==> src/rtl/filter_stream_feeder.sv <==
// Paced sample feeder for the integrator/differentiator filter.
// Buffers upstream samples and owns the filter mode line.
module filter_stream_feeder #(
  parameter int DATA_WIDTH = 14,
  parameter int FIFO_DEPTH = 16,
  parameter int RATE_DIV   = 4,
  parameter int FLUSH_LEN  = 12
) (
  input  logic                          clk,
  input  logic                          arst_n,
  input  logic                          mode_req,
  input  logic [DATA_WIDTH-1:0]         s_tdata,
  input  logic                          s_tvalid,
  output logic                          s_tready,
  output logic [DATA_WIDTH-1:0]         m_tdata,
  output logic                          m_tvalid,
  output logic                          filt_ctrl,
  output logic                          busy,
  output logic [$clog2(FIFO_DEPTH):0]   fifo_level
);

  localparam int AW = $clog2(FIFO_DEPTH);
  localparam int LW = AW + 1;
  localparam int PW = (RATE_DIV > 1) ? $clog2(RATE_DIV) : 1;
  localparam int FW = $clog2(FLUSH_LEN + 1);

  typedef enum logic [1:0] {
    ST_RUN,
    ST_DRAIN,
    ST_FLUSH
  } state_e;

  state_e                state_q, state_d;
  logic [PW-1:0]         pacer_q, pacer_d;
  logic [FW-1:0]         flush_q, flush_d;
  logic                  target_q, target_d;
  logic                  ctrl_q, ctrl_d;
  logic                  busy_q, busy_d;
  logic                  mv_q, mv_d;
  logic [DATA_WIDTH-1:0] md_q, md_d;
  logic [LW-1:0]         level_q, level_d;
  logic [AW-1:0]         wr_q, wr_d;
  logic [AW-1:0]         rd_q, rd_d;
  logic [DATA_WIDTH-1:0] mem_q [FIFO_DEPTH];

  logic slot, empty, full, push, pop;

  assign slot  = (pacer_q == PW'(RATE_DIV - 1));
  assign empty = (level_q == '0);
  assign full  = (level_q == LW'(FIFO_DEPTH));
  // held low while reset is asserted, not only after it
  assign s_tready = arst_n && (state_q == ST_RUN) && !full;
  assign push  = s_tvalid && s_tready;
  assign pop   = slot && !empty && (state_q != ST_FLUSH);

  always_comb begin
    state_d  = state_q;
    pacer_d  = slot ? '0 : pacer_q + 1'b1;
    flush_d  = flush_q;
    target_d = target_q;
    ctrl_d   = ctrl_q;
    mv_d     = 1'b0;
    md_d     = md_q;
    wr_d     = wr_q;
    rd_d     = rd_q;
    level_d  = level_q;

    if (push) wr_d = wr_q + 1'b1;
    if (pop) begin
      rd_d = rd_q + 1'b1;
      md_d = mem_q[rd_q];
      mv_d = 1'b1;
    end

    unique case ({push, pop})
      2'b10:   level_d = level_q + LW'(1);
      2'b01:   level_d = level_q - LW'(1);
      default: level_d = level_q;
    endcase

    unique case (state_q)
      ST_RUN: begin
        if (mode_req != ctrl_q) begin
          state_d  = ST_DRAIN;
          target_d = mode_req;
        end
      end
      ST_DRAIN: begin
        // wait until the last data strobe is gone before switching mode
        if (empty && !mv_q) begin
          state_d = ST_FLUSH;
          ctrl_d  = target_q;
          flush_d = '0;
        end
      end
      ST_FLUSH: begin
        if (slot) begin
          md_d    = '0;
          mv_d    = 1'b1;
          flush_d = flush_q + 1'b1;
          if (flush_q == FW'(FLUSH_LEN - 1)) state_d = ST_RUN;
        end
      end
      default: state_d = ST_RUN;
    endcase

    busy_d = (state_d != ST_RUN);
  end

  always_ff @(posedge clk or negedge arst_n) begin
    if (!arst_n) begin
      state_q  <= ST_RUN;
      pacer_q  <= '0;
      flush_q  <= '0;
      target_q <= 1'b0;
      ctrl_q   <= 1'b0;
      busy_q   <= 1'b0;
      mv_q     <= 1'b0;
      md_q     <= '0;
      level_q  <= '0;
      wr_q     <= '0;
      rd_q     <= '0;
    end else begin
      state_q  <= state_d;
      pacer_q  <= pacer_d;
      flush_q  <= flush_d;
      target_q <= target_d;
      ctrl_q   <= ctrl_d;
      busy_q   <= busy_d;
      mv_q     <= mv_d;
      md_q     <= md_d;
      level_q  <= level_d;
      wr_q     <= wr_d;
      rd_q     <= rd_d;
    end
  end

  always_ff @(posedge clk) begin
    if (push) mem_q[wr_q] <= s_tdata;
  end

  assign m_tdata    = md_q;
  assign m_tvalid   = mv_q;
  assign filt_ctrl  = ctrl_q;
  assign busy       = busy_q;
  assign fifo_level = level_q;

endmodule
==> config.mk <==
export PLATFORM = sky130hd
export DESIGN_NAME = filter_stream_feeder
export DESIGN_NICKNAME = d
export VERILOG_FILES = /design/src/rtl/filter_stream_feeder.sv
export SDC_FILE = /design/constraint.sdc
export NUM_CORES = 1
export LEC_CHECK = 0
export ABC_AREA = 1
export BUFFER_PORTS_ARGS = -buffer_cell sky130_fd_sc_hd__buf_2
export CORE_ASPECT_RATIO = 1.4
export CORE_MARGIN = 10
export CORE_UTILIZATION = 59
export CTS_BUF_LIST = sky130_fd_sc_hd__clkbuf_2
export DETAILED_ROUTE_END_ITERATION = 16
export GPL_TIMING_DRIVEN = 0
export PLACE_DENSITY = 0.86
export SLEW_MARGIN = 15
export SYNTH_ARGS = -nofsm -noshare
export SYNTH_HDL_FRONTEND = slang
export SYNTH_SLANG_ARGS = --single-unit
==> constraint.sdc <==
create_clock -name clk -period 3.3 [get_ports clk]
set_clock_uncertainty 0.1 [all_clocks]
set_input_delay 0.33 -clock clk [delete_from_list [all_inputs] [get_ports clk]]
set_output_delay 0.33 -clock clk [all_outputs]
set_load 0.05 [all_outputs]
==> results of run 1 <==
registers in the layout (all words and copies together) (netlist names):
signal,cells
wr_q,4
filt_ctrl,1
busy,1
state_q,2
fifo_level,5
mem_q,224
rd_q,4
target_q,1
m_tvalid,1
pacer_q,2
m_tdata,14
flush_q,4
repair_timing:
action	CTS	global route
buffers inserted	0	0
hold endpoints to repair	270	39
hold buffers	17	2
setup endpoints to repair	0	63
gates resized for setup	0	3
cell type report:
| class | count | area (um^2) | area share |
|---|---|---|---|
| buffer | 50 | 332 | 0.0255 |
| timing repair buffer | 73 | 546 | 0.0419 |
| clock inverter | 21 | 135 | 0.0104 |
| clock buffer | 77 | 385 | 0.0296 |
| inverter | 158 | 596 | 0.0457 |
| multi-input combinational | 648 | 3010 | 0.231 |
| sequential | 263 | 7700 | 0.591 |
| tap | 248 | 310 | 0.0238 |
| antenna | 1 | 2.50 | 0.000192 |
worst max-delay path: cells and delay by family (launching register included):
kind | cells | cell delay [ns]
simple gates | 9 | 0.99
flops | 1 | 0.45
fa+ha+maj | 2 | 0.50
xor+xnor | 1 | 0.21
compound gates | 1 | 0.07
buf+inv | 3 | 0.47
synth_stat cells (9+ instances only):
cell	n	area, um^2
xor2_1	11	96.3
ha_1	11	138
buf_4	9	67.6
dfrtp_1	39	976
or2_1	28	175
edfxtp_1	224	6730
nor2_1	140	526
inv_1	153	574
buf_6	12	135
o21ai_0	12	60.1
nand2_1	253	950
clkbuf_1	9	33.8
nand3_1	166	831
nor3_1	14	70.1
buf_2	15	75.1
worst max-delay path by stage:
stage / slack [ns] / startpoint / endpoint
after global placement: -1.03 / arst_n / mem_q[10][5]$_DFFE_PP_
after CTS: 0.03 / arst_n / fifo_level[4]$_DFFE_PN0P_
final: 0.39 / fifo_level[2]$_DFFE_PN0P_ / fifo_level[4]$_DFFE_PN0P_
after detailed placement: -0.29 / arst_n / fifo_level[4]$_DFFE_PN0P_
after global routing: 0.06 / fifo_level[2]$_DFFE_PN0P_ / fifo_level[4]$_DFFE_PN0P_
after floorplan: 0.08 / fifo_level[1]$_DFFE_PN0P_ / mem_q[12][0]$_DFFE_PP_
kinds of logic after synthesis:
family / count (synthesis) / share of synthesized area
AO/OA/AOI/OAI: 15 / 0.00692
adder cells (fa/ha/maj): 11 / 0.0119
XOR/XNOR: 13 / 0.00984
AND/OR/NAND/NOR: 609 / 0.225
buffers and inverters: 208 / 0.0801
flip-flops: 263 / 0.666
layout by cell type, fill, tap and decap left out, drive strengths merged, types with 12 or more instances in the layout:
master	Yosys	routed
buf	40	95
clkbuf	10	87
clkinv	1	19
dfrtp	39	39
dlygate4sd3	0	18
edfxtp	224	224
inv	157	158
nand2	255	255
nand3	166	166
nor2	141	141
nor3	14	14
o21ai	12	12
or2	29	29
report_power, final:
| part | internal (mW) | switching (mW) | leakage [nW] |
|---|---|---|---|
| sequential | 3.60 | 0 | 2.47 |
| clock | 0.788 | 1.19 | 0.388 |
| combinational | 0.0257 | 0.0702 | 2.79 |
| total | 4.42 | 1.26 | 5.65 |
layer usage:
| metal | part of all wire | routed length [um] |
|---|---|---|
| met1 | 0.34 | 9740 |
| met2 | 0.51 | 14800 |
| met3 | 0.078 | 2250 |
| met4 | 0.075 | 2190 |
| met5 | 0 | 0 |
stage by stage:
step	instance area (um^2)	power (mW)	instances
6_report	13000	5.67	1539
5_1_grt	13000	5.86	1539
4_1_cts	13000	5.68	1536
3_5_place_dp	12300	3.75	1421
3_3_place_gp	12100	3.74	1407
2_1_floorplan	11600	3.68	1119
==> results.py, run 1 <==
metrics = {
    "die": {
        "die_h_um": 186,
        "num_io_pins": 41,
        "initial_core_util": 0.600,
        "core_mm2": 0.0193,
        "die-area_mm2": 0.0257,
        "fp.dieW_um": 138,
        "rows": 60,
    },
    "routing": {
        "first_iter_violations": 1020,
        "vias": 8501,
        "drt_pass1_iterations": 6,
        "drt_wl_total_mm": 29.0,
        "ant_nets": 0,
        "drcViolationCount": 0,
        "avgViaCountPerCell": 5.52,
        "drt-wirelength-per-cell_um": 18.8,
    },
    "global_routing": {
        "met1_usage": 0.236,
        "grt_pass1_wl_mm": 45.1,
        "antenna_found_initial": 1,
        "grt_pass1_vias": 8563,
        "grt_overflow": 0,
        "use_met2": 0.399,
        "grt_max_degree": 41,
        "grt_usage": 0.224,
        "grtUsageMet3": 0.0326,
        "busiest_layer": "met2",
    },
    "worst_setup_path": {
        "ff2ff_path_depth": 16,
        "crit_type": "reg2reg",
        "ff2ff_setup_slack_ns": 0.39,
        "r2r_start": "fifo_level[2]$_DFFE_PN0P_",
        "crit_path_frequent_cell": "nand2_1",
        "crit_slowest_cell": "dfrtp_1",
        "path_cells": "nor2_1, nand4_1, nand2_1, inv_1, nand2_2, buf_2, ha_1, xor2_1, ha_1, inv_1, nand2_1, nand3_1, nand3_1, nand2_1, nand2_1, o21ai_0",
        "critPathCaptureType": "register",
        "start_kind": "register",
        "critPathMaxStageDelay_ns": 0.45,
        "cp_max_fo": 11,
        "required_ns": 3.87,
        "cp.arrival_ns": 3.47,
        "rr_endpoint": "fifo_level[4]$_DFFE_PN0P_",
    },
    "synth": {
        "synthCells": 1119,
        "synth.distinct_cells": 30,
        "syn_avg_cell_area_um2": 10.3,
        "ys.flop_type": "edfxtp_1",
        "synth.yosys.seq_area_share": 0.666,
        "ys_ff_latch": 263,
        "async_flop_share": 0.148,
        "yosysWarnings": 0,
        "synth_nets": 1148,
        "synth_area_mm2": 0.0116,
        "synth_edf_count": 224,
    },
    "pwr": {
        "p_leak_nw": 5.65,
        "powerDensity_mw_per_mm2": 436,
        "peakVddDrop_mv": 0.473,
    },
    "timing": {
        "slew_headroom": 0.361,
        "fin_hold_ws_ns": 0.308,
        "hold_viol_final": 0,
        "setup_viol": 0,
        "period_share": 0.881,
        "max_slew.worst_pin.slew_ns": 0.953,
        "setup_ws_ns": 0.394,
        "max_freq_ghz": 0.344,
        "slew_viol_final": 0,
        "rsz0062_at_grt": "false",
        "setup_tns_ns": 0,
        "period_needed_ns": 2.91,
    },
    "clock_tree": {
        "clkTransAtPathRegs_ns": 0.10,
        "clock-root-buffer": "clkbuf_2",
        "numCtsBuffers": 55,
        "clkSinkCount": 263,
        "cts_tree": "done",
        "worstSkewPairLatency_ns": 0.79,
        "cts.path.max_buffers": 3,
        "h-tree-depth": 2,
    },
    "place": {
        "dpl.hpwl_mm": 19.5,
        "portBuffers": 40,
        "pre_cts_ws_ns": -0.287,
        "place_congestion": 0.955,
    },
    "min_path": {
        "hold_path_end": "target_q$_DFFE_PN0P_",
        "hp-class": "in2reg",
        "hold_start": "mode_req",
        "hold_depth": 4,
    },
    "finish": {
        "fin_util": 0.675,
        "drive_above_1_share": 0.154,
        "fillers": 1334,
        "area_growth_pct": 12.6,
        "fin_nets": 1278,
    },
    "flow_run": {
        "drv_cap": 0,
    },
    "status": {
        "status": "finished, final reports clean",
    },
}
No activity file was read; power rests on OpenSTA's default activity.
==> run 2: changes to the inputs <==
==> constraint.sdc (replaced) <==
create_clock -name clk -period 3.5 [get_ports clk]
set_clock_uncertainty 0.1 [all_clocks]
set_input_delay 0.35 -clock clk [delete_from_list [all_inputs] [get_ports clk]]
set_output_delay 0.35 -clock clk [all_outputs]
set_load 0.05 [all_outputs]
==> run 2 against run 1 <==
  * The run now ends with hold timing left
  * Count of clock-buffer cells in the layout unchanged
  * Combinational power decreased by 12%
  * Sequential power is 5.6% lower
  * Critical path depth grew 1
==> results.py, run 2 (same netlist as run 1, synthesis figures left out) <==
metrics = {
    "die": {
        "core_mm2": 0.0193,
        "num_io_pins": 41,
        "rows": 60,
        "die-area_mm2": 0.0257,
        "fp.dieW_um": 138,
        "initial_core_util": 0.600,
        "die_h_um": 186,
    },
    "routing": {
        "drt_pass1_iterations": 6,
        "first_iter_violations": 924,
        "drt-wirelength-per-cell_um": 18.8,
        "vias": 8441,
        "drcViolationCount": 0,
        "avgViaCountPerCell": 5.49,
        "drt_wl_total_mm": 28.8,
        "ant_nets": 0,
    },
    "timing": {
        "max_slew.worst_pin.slew_ns": 0.945,
        "setup_viol": 0,
        "slew_viol_final": 0,
        "max_freq_ghz": 0.328,
        "slew_headroom": 0.367,
        "period_needed_ns": 3.04,
        "fin_hold_ws_ns": -0.00608,
        "period_share": 0.870,
        "hold_viol_final": 4,
        "rsz0062_at_grt": "false",
    },
    "clock_tree": {
        "clkTransAtPathRegs_ns": 0.13,
        "cts.path.max_buffers": 3,
        "clock-root-buffer": "clkbuf_2",
        "worstSkewPairLatency_ns": 0.80,
        "numCtsBuffers": 55,
        "clkSinkCount": 263,
        "h-tree-depth": 2,
        "cts_tree": "done",
    },
    "place": {
        "dpl_cell_area_mm2": 0.0123,
        "portBuffers": 40,
        "dpl.hpwl_mm": 19.5,
        "place_congestion": 0.955,
    },
    "worst_setup_path": {
        "critPathCaptureType": "register",
        "required_ns": 4.07,
        "ff2ff_setup_slack_ns": 0.59,
        "cp-endpoint": "fifo_level[4]$_DFFE_PN0P_",
        "critPathLaunch": "arst_n",
        "start_kind": "primary input",
        "cp_max_fo": 40,
        "ff2ff_path_depth": 16,
        "rr_endpoint": "fifo_level[4]$_DFFE_PN0P_",
        "crit_type": "in2reg",
        "r2r_start": "fifo_level[2]$_DFFE_PN0P_",
        "cp.arrival_ns": 3.62,
    },
    "finish": {
        "final_cell_mix": "253 x nand2_1, 224 x edfxtp_1, 166 x nand3_1",
        "area_growth_pct": 12.2,
        "fin_util": 0.673,
        "ff_latch_area_mm2": 0.00770,
        "multi_input_area_mm2": 0.00301,
        "fillers": 1346,
        "drive_above_1_share": 0.154,
        "largest-register": "mem_q",
        "fin_nets": 1276,
        "stdcell_area_mm2": 0.0130,
        "largest_reg_flops": 224,
        "final_common_cell": "nand2_1",
    },
    "global_routing": {
        "grt_pass1_wl_mm": 45.1,
        "antenna_found_initial": 1,
        "grt_pass1_vias": 8563,
        "grt_overflow": 0,
        "grt_usage": 0.224,
        "grt_max_degree": 41,
    },
    "pwr": {
        "p_leak_nw": 5.63,
        "total_power_mw": 5.34,
        "powerDensity_mw_per_mm2": 411,
        "peakVddDrop_mv": 0.446,
    },
    "status": {
        "status": "finished, violations left",
        "violations": "hold timing",
    },
    "min_path": {
        "hp-class": "in2async",
    },
    "flow_run": {
        "drv_cap": 0,
    },
}
==> run 2: cell types whose count changed in the layout (fill, tap and decap cells not counted), sizes merged <==
cell / previous run / this run
buf: 95 / 93
clkbuf: 87 / 88
dlygate4sd3: 18 / 17
==> run 2: critical path, stage by stage <==
cell and delay, ns:
dlygate4sd3_1 0.52, clkbuf_4 0.49, nor3b_1 0.32, nand2_1 0.09
inv_1 0.13, nand2_2 0.18, buf_2 0.28, ha_1 0.32
xor2_1 0.22, ha_1 0.17, inv_1 0.03, nand2_1 0.09
nand3_1 0.12, nand3_1 0.11, nand2_1 0.06, nand2_1 0.04
o21ai_0 0.07
==> run 2: what timing repair did <==
| item | 4_1_cts | 5_1_grt |
|---|---|---|
| gates resized for setup | 0 | 1 |
| buffers inserted | 0 | 0 |
| endpoints found under the setup margin | 0 | 10 |
| hold buffers | 17 | 0 |
| endpoints found under the hold margin | 270 | 0 |
==> run 2: per-stage QoR <==
stage | hold slack [ns] | worst slack (ns) | setup TNS, ns | std cells
finish | -0.00608 | 0.455 | 0 | 1537
global route | 0.0348 | 0.0917 | 0 | 1537
CTS | 0.0848 | 0.208 | 0 | 1536
detailed placement | 0.325 | -0.107 | -0.206 | 1421
global placement | 0.312 | -0.848 | -115.56 | 1407
floorplan | -0.0456 | 0.281 | 0 | 1119
==> run 2: power breakdown <==
part	switching, mW	internal [mW]
combinational	0.0646	0.0199
sequential	0	3.40
clock	1.12	0.743
total	1.18	4.16
==> run 2: area by class of cell <==
type,instances,share of cell area
flip-flops and latches,263,0.593
multi-input cells,648,0.232
diodes,1,0.000193
plain buffers,50,0.0255
clock inverters,21,0.0104
repair buffers,71,0.0388
inverters,158,0.0459
clock buffers,77,0.0297
well taps,248,0.0239
==> run 2: worst min-delay path by stage <==
| stage | from | endpoint | slack (ns) |
|---|---|---|---|
| final | arst_n | flush_q[1]$_DFFE_PN0P_ | -0.006 |
| after global routing | arst_n | flush_q[1]$_DFFE_PN0P_ | 0.03 |
| after CTS | arst_n | busy$_DFF_PN0_ | 0.08 |
| after detailed placement | pacer_q[0]$_DFF_PN0_ | pacer_q[0]$_DFF_PN0_ | 0.33 |
| after global placement | pacer_q[0]$_DFF_PN0_ | pacer_q[0]$_DFF_PN0_ | 0.31 |
| after floorplan | arst_n | busy$_DFF_PN0_ | -0.05 |
==> run 2: per-layer routing <==
layer,share of wire,track usage,up-vias
met3,0.086,0.0326,119
met2,0.51,0.399,495
li1,-,-,3913
met5,0,0,-
met1,0.33,0.236,3914
met4,0.073,0.169,0
==> run 3: changes to the inputs <==
--- a/config.mk
+++ b/config.mk
@@ -7,7 +7,7 @@
 export LEC_CHECK = 0
 export ABC_AREA = 1
 export BUFFER_PORTS_ARGS = -buffer_cell sky130_fd_sc_hd__buf_2
-export CORE_ASPECT_RATIO = 1.4
+export CORE_ASPECT_RATIO = 0.5
 export CORE_MARGIN = 10
 export CORE_UTILIZATION = 59
 export CTS_BUF_LIST = sky130_fd_sc_hd__clkbuf_2
==> run 3 against run 2 <==
  * The flow still finishes with violations (hold timing)
  * First-iteration DRC count increased by 38%
  * Cell area is 0.30% higher
  * Utilization fell by 0.060 points
  * Via count is 2.7% higher
  * Sequential share of layout area decreased by 0.18 points
  * Non-clock buffer count did not move
  * Count of clock-buffer cells in the layout grew 17
  * Critical endpoint unchanged
==> results.py, run 3 (same netlist as run 1, synthesis figures left out) <==
metrics = {
    "place": {
        "dp_cells": 1439,
        "dpl.hpwl_mm": 20.3,
        "place_congestion": 0.973,
        "portBuffers": 40,
    },
    "die": {
        "fp.dieW_um": 218,
        "rows": 36,
        "die_h_um": 119,
        "num_io_pins": 41,
        "core_mm2": 0.0194,
        "die-area_mm2": 0.0259,
        "initial_core_util": 0.597,
    },
    "status": {
        "violations": "hold timing",
        "status": "finished, violations left",
    },
    "finish": {
        "fin_nets": 1277,
        "fillers": 1314,
        "final_cell_mix": "253 x nand2_1, 224 x edfxtp_1, 166 x nand3_1",
        "largest-register": "mem_q",
        "area_growth_pct": 12.5,
        "final_common_cell": "nand2_1",
        "largest_reg_flops": 224,
        "drive_above_1_share": 0.164,
        "fin_cells": 1558,
    },
    "global_routing": {
        "grt_pass1_vias": 8529,
        "grt_overflow": 0,
        "grt_usage": 0.230,
        "antenna_found_initial": 2,
        "grt_max_degree": 41,
        "grt_pass1_wl_mm": 46.5,
    },
    "routing": {
        "avgViaCountPerCell": 5.56,
        "drt_pass1_iterations": 8,
        "drt_wl_total_mm": 30.2,
        "first_iter_violations": 1272,
        "drcViolationCount": 0,
        "drt-wirelength-per-cell_um": 19.4,
        "ant_nets": 0,
        "vias": 8666,
    },
    "clock_tree": {
        "numCtsBuffers": 56,
        "clkTransAtPathRegs_ns": 0.13,
        "clkSinkCount": 263,
        "h-tree-depth": 2,
        "clock-root-buffer": "clkbuf_2",
        "cts_tree": "done",
        "cts_setup_buffers": 0,
        "worstSkewPairLatency_ns": 0.86,
        "cts.path.max_buffers": 3,
    },
    "worst_setup_path": {
        "crit_path_frequent_cell": "nand2_1",
        "critPathMaxStageDelay_ns": 0.52,
        "critPathCaptureType": "register",
        "path_cells": "dlygate4sd3_1, clkbuf_4, nor3b_1, nand2_1, inv_1, nand2_2, buf_2, ha_1, xor2_1, ha_1, inv_1, nand2_1, nand3_1, nand3_1, nand2_1, nand2_1, o21ai_0",
        "start_kind": "primary input",
        "cp_max_fo": 40,
        "crit_slowest_cell": "dlygate4sd3_1",
        "critPathLaunch": "arst_n",
        "crit_type": "in2reg",
        "cp.arrival_ns": 3.73,
        "r2r_start": "fifo_level[2]$_DFFE_PN0P_",
        "required_ns": 4.09,
    },
    "pwr": {
        "p_clk_frac": 0.357,
        "seqPwrFrac": 0.627,
        "powerDensity_mw_per_mm2": 416,
        "combPwrFrac": 0.016,
        "peakVddDrop_mv": 0.179,
        "p_int_mw": 4.18,
        "total_power_mw": 5.42,
        "p_switching_mw": 1.24,
        "p_leak_nw": 5.66,
        "swShare": 0.229,
    },
    "min_path": {
        "hp-class": "in2async",
    },
    "timing": {
        "period_needed_ns": 3.14,
        "max_slew.worst_pin.slew_ns": 0.797,
        "max_freq_ghz": 0.319,
        "fin_hold_ws_ns": -0.0478,
        "hold_viol_final": 19,
        "setup_viol": 0,
        "period_share": 0.897,
        "slew_headroom": 0.466,
        "rsz0062_at_grt": "false",
        "slew_viol_final": 0,
    },
    "flow_run": {
        "drv_cap": 0,
    },
}
run 3: changes by cell type in the layout (fill, tap and decap cells not counted):
| cell | previous run | this run |
|---|---|---|
| buf_6 | 19 | 23 |
| buf_4 | 16 | 12 |
| diode_2 | 1 | 2 |
| clkinv_1 | 16 | 5 |
| clkbuf_2 | 78 | 95 |
| bufinv_16 | 2 | 1 |
| clkinv_2 | 3 | 0 |
run 3: worst paths after layout:
| check | cells past startpoint | slack [ns] | endpoint |
|---|---|---|---|
| hold / removal | 2 | -0.05 | rd_q[3]$_DFFE_PN0N_ |
| setup / recovery | 17 | 0.36 | fifo_level[4]$_DFFE_PN0P_ |
| max in group asynchronous | 2 | 2.91 | fifo_level[2]$_DFFE_PN0P_ |
| hold reg to reg | 1 | 0.33 | pacer_q[0]$_DFF_PN0_ |
| setup reg to reg | 16 | 0.40 | fifo_level[4]$_DFFE_PN0P_ |
| min in group clk | 4 | 0.27 | target_q$_DFFE_PN0P_ |
run 3: metal layers:
layer | share of wire | track usage | vias up
met5 | 0 | 0 | -
met4 | 0.040 | 0.0923 | 0
met3 | 0.14 | 0.0616 | 127
met2 | 0.45 | 0.365 | 678
met1 | 0.37 | 0.296 | 3949
li1 | - | - | 3912
run 3: timing repair:
action                                  in CTS  in global routing
hold buffers                                17                  0
endpoints found under the setup margin       0                  1
endpoints found under the hold margin      270                  0
gates resized for setup                      0                  1
run 3: worst max-delay path: cells and delay by family:
kind                       cells  cell delay [ns]
xor gates and xnor gates       1             0.22
AOI/OAI and AO/OA              1             0.09
buffers and inverters          5             1.58
adders and majority gates      2             0.50
and+or+nand+nor                8             0.96
run 3: through the flow:
step / utilization / worst slack (ns) / area [um^2] / TNS, ns
after floorplan: - / 0.281 / 11600 / 0
after global placement: 0.625 / -0.771 / 12100 / -107.87
after detailed placement: 0.636 / -0.168 / 12300 / -0.170
after CTS: 0.672 / 0.122 / 13000 / 0
after global routing: 0.672 / 0.0656 / 13000 / 0
final: 0.672 / 0.362 / 13000 / 0
run 3: cell type report:
class | count | area [um^2] | share of cell area
sequential | 263 | 7700 | 0.592
multi-input combinational | 648 | 3010 | 0.232
inverter | 158 | 596 | 0.0457
timing repair buffer | 71 | 519 | 0.0399
clock buffer | 94 | 470 | 0.0361
tap | 266 | 333 | 0.0256
buffer | 50 | 332 | 0.0255
clock inverter | 6 | 48.8 | 0.00375
antenna | 2 | 5.00 | 0.000384
run 3: power by group through the flow:
stage | registers (mW) | logic [mW] | clock network, mW
after floorplan | 3.47 | 0.000626 | 0
after global placement | 3.47 | 0.0649 | 0
after detailed placement | 3.47 | 0.0695 | 0
after CTS | 3.40 | 0.0847 | 1.93
after global routing | 3.40 | 0.0908 | 2.09
final | 3.40 | 0.0866 | 1.93
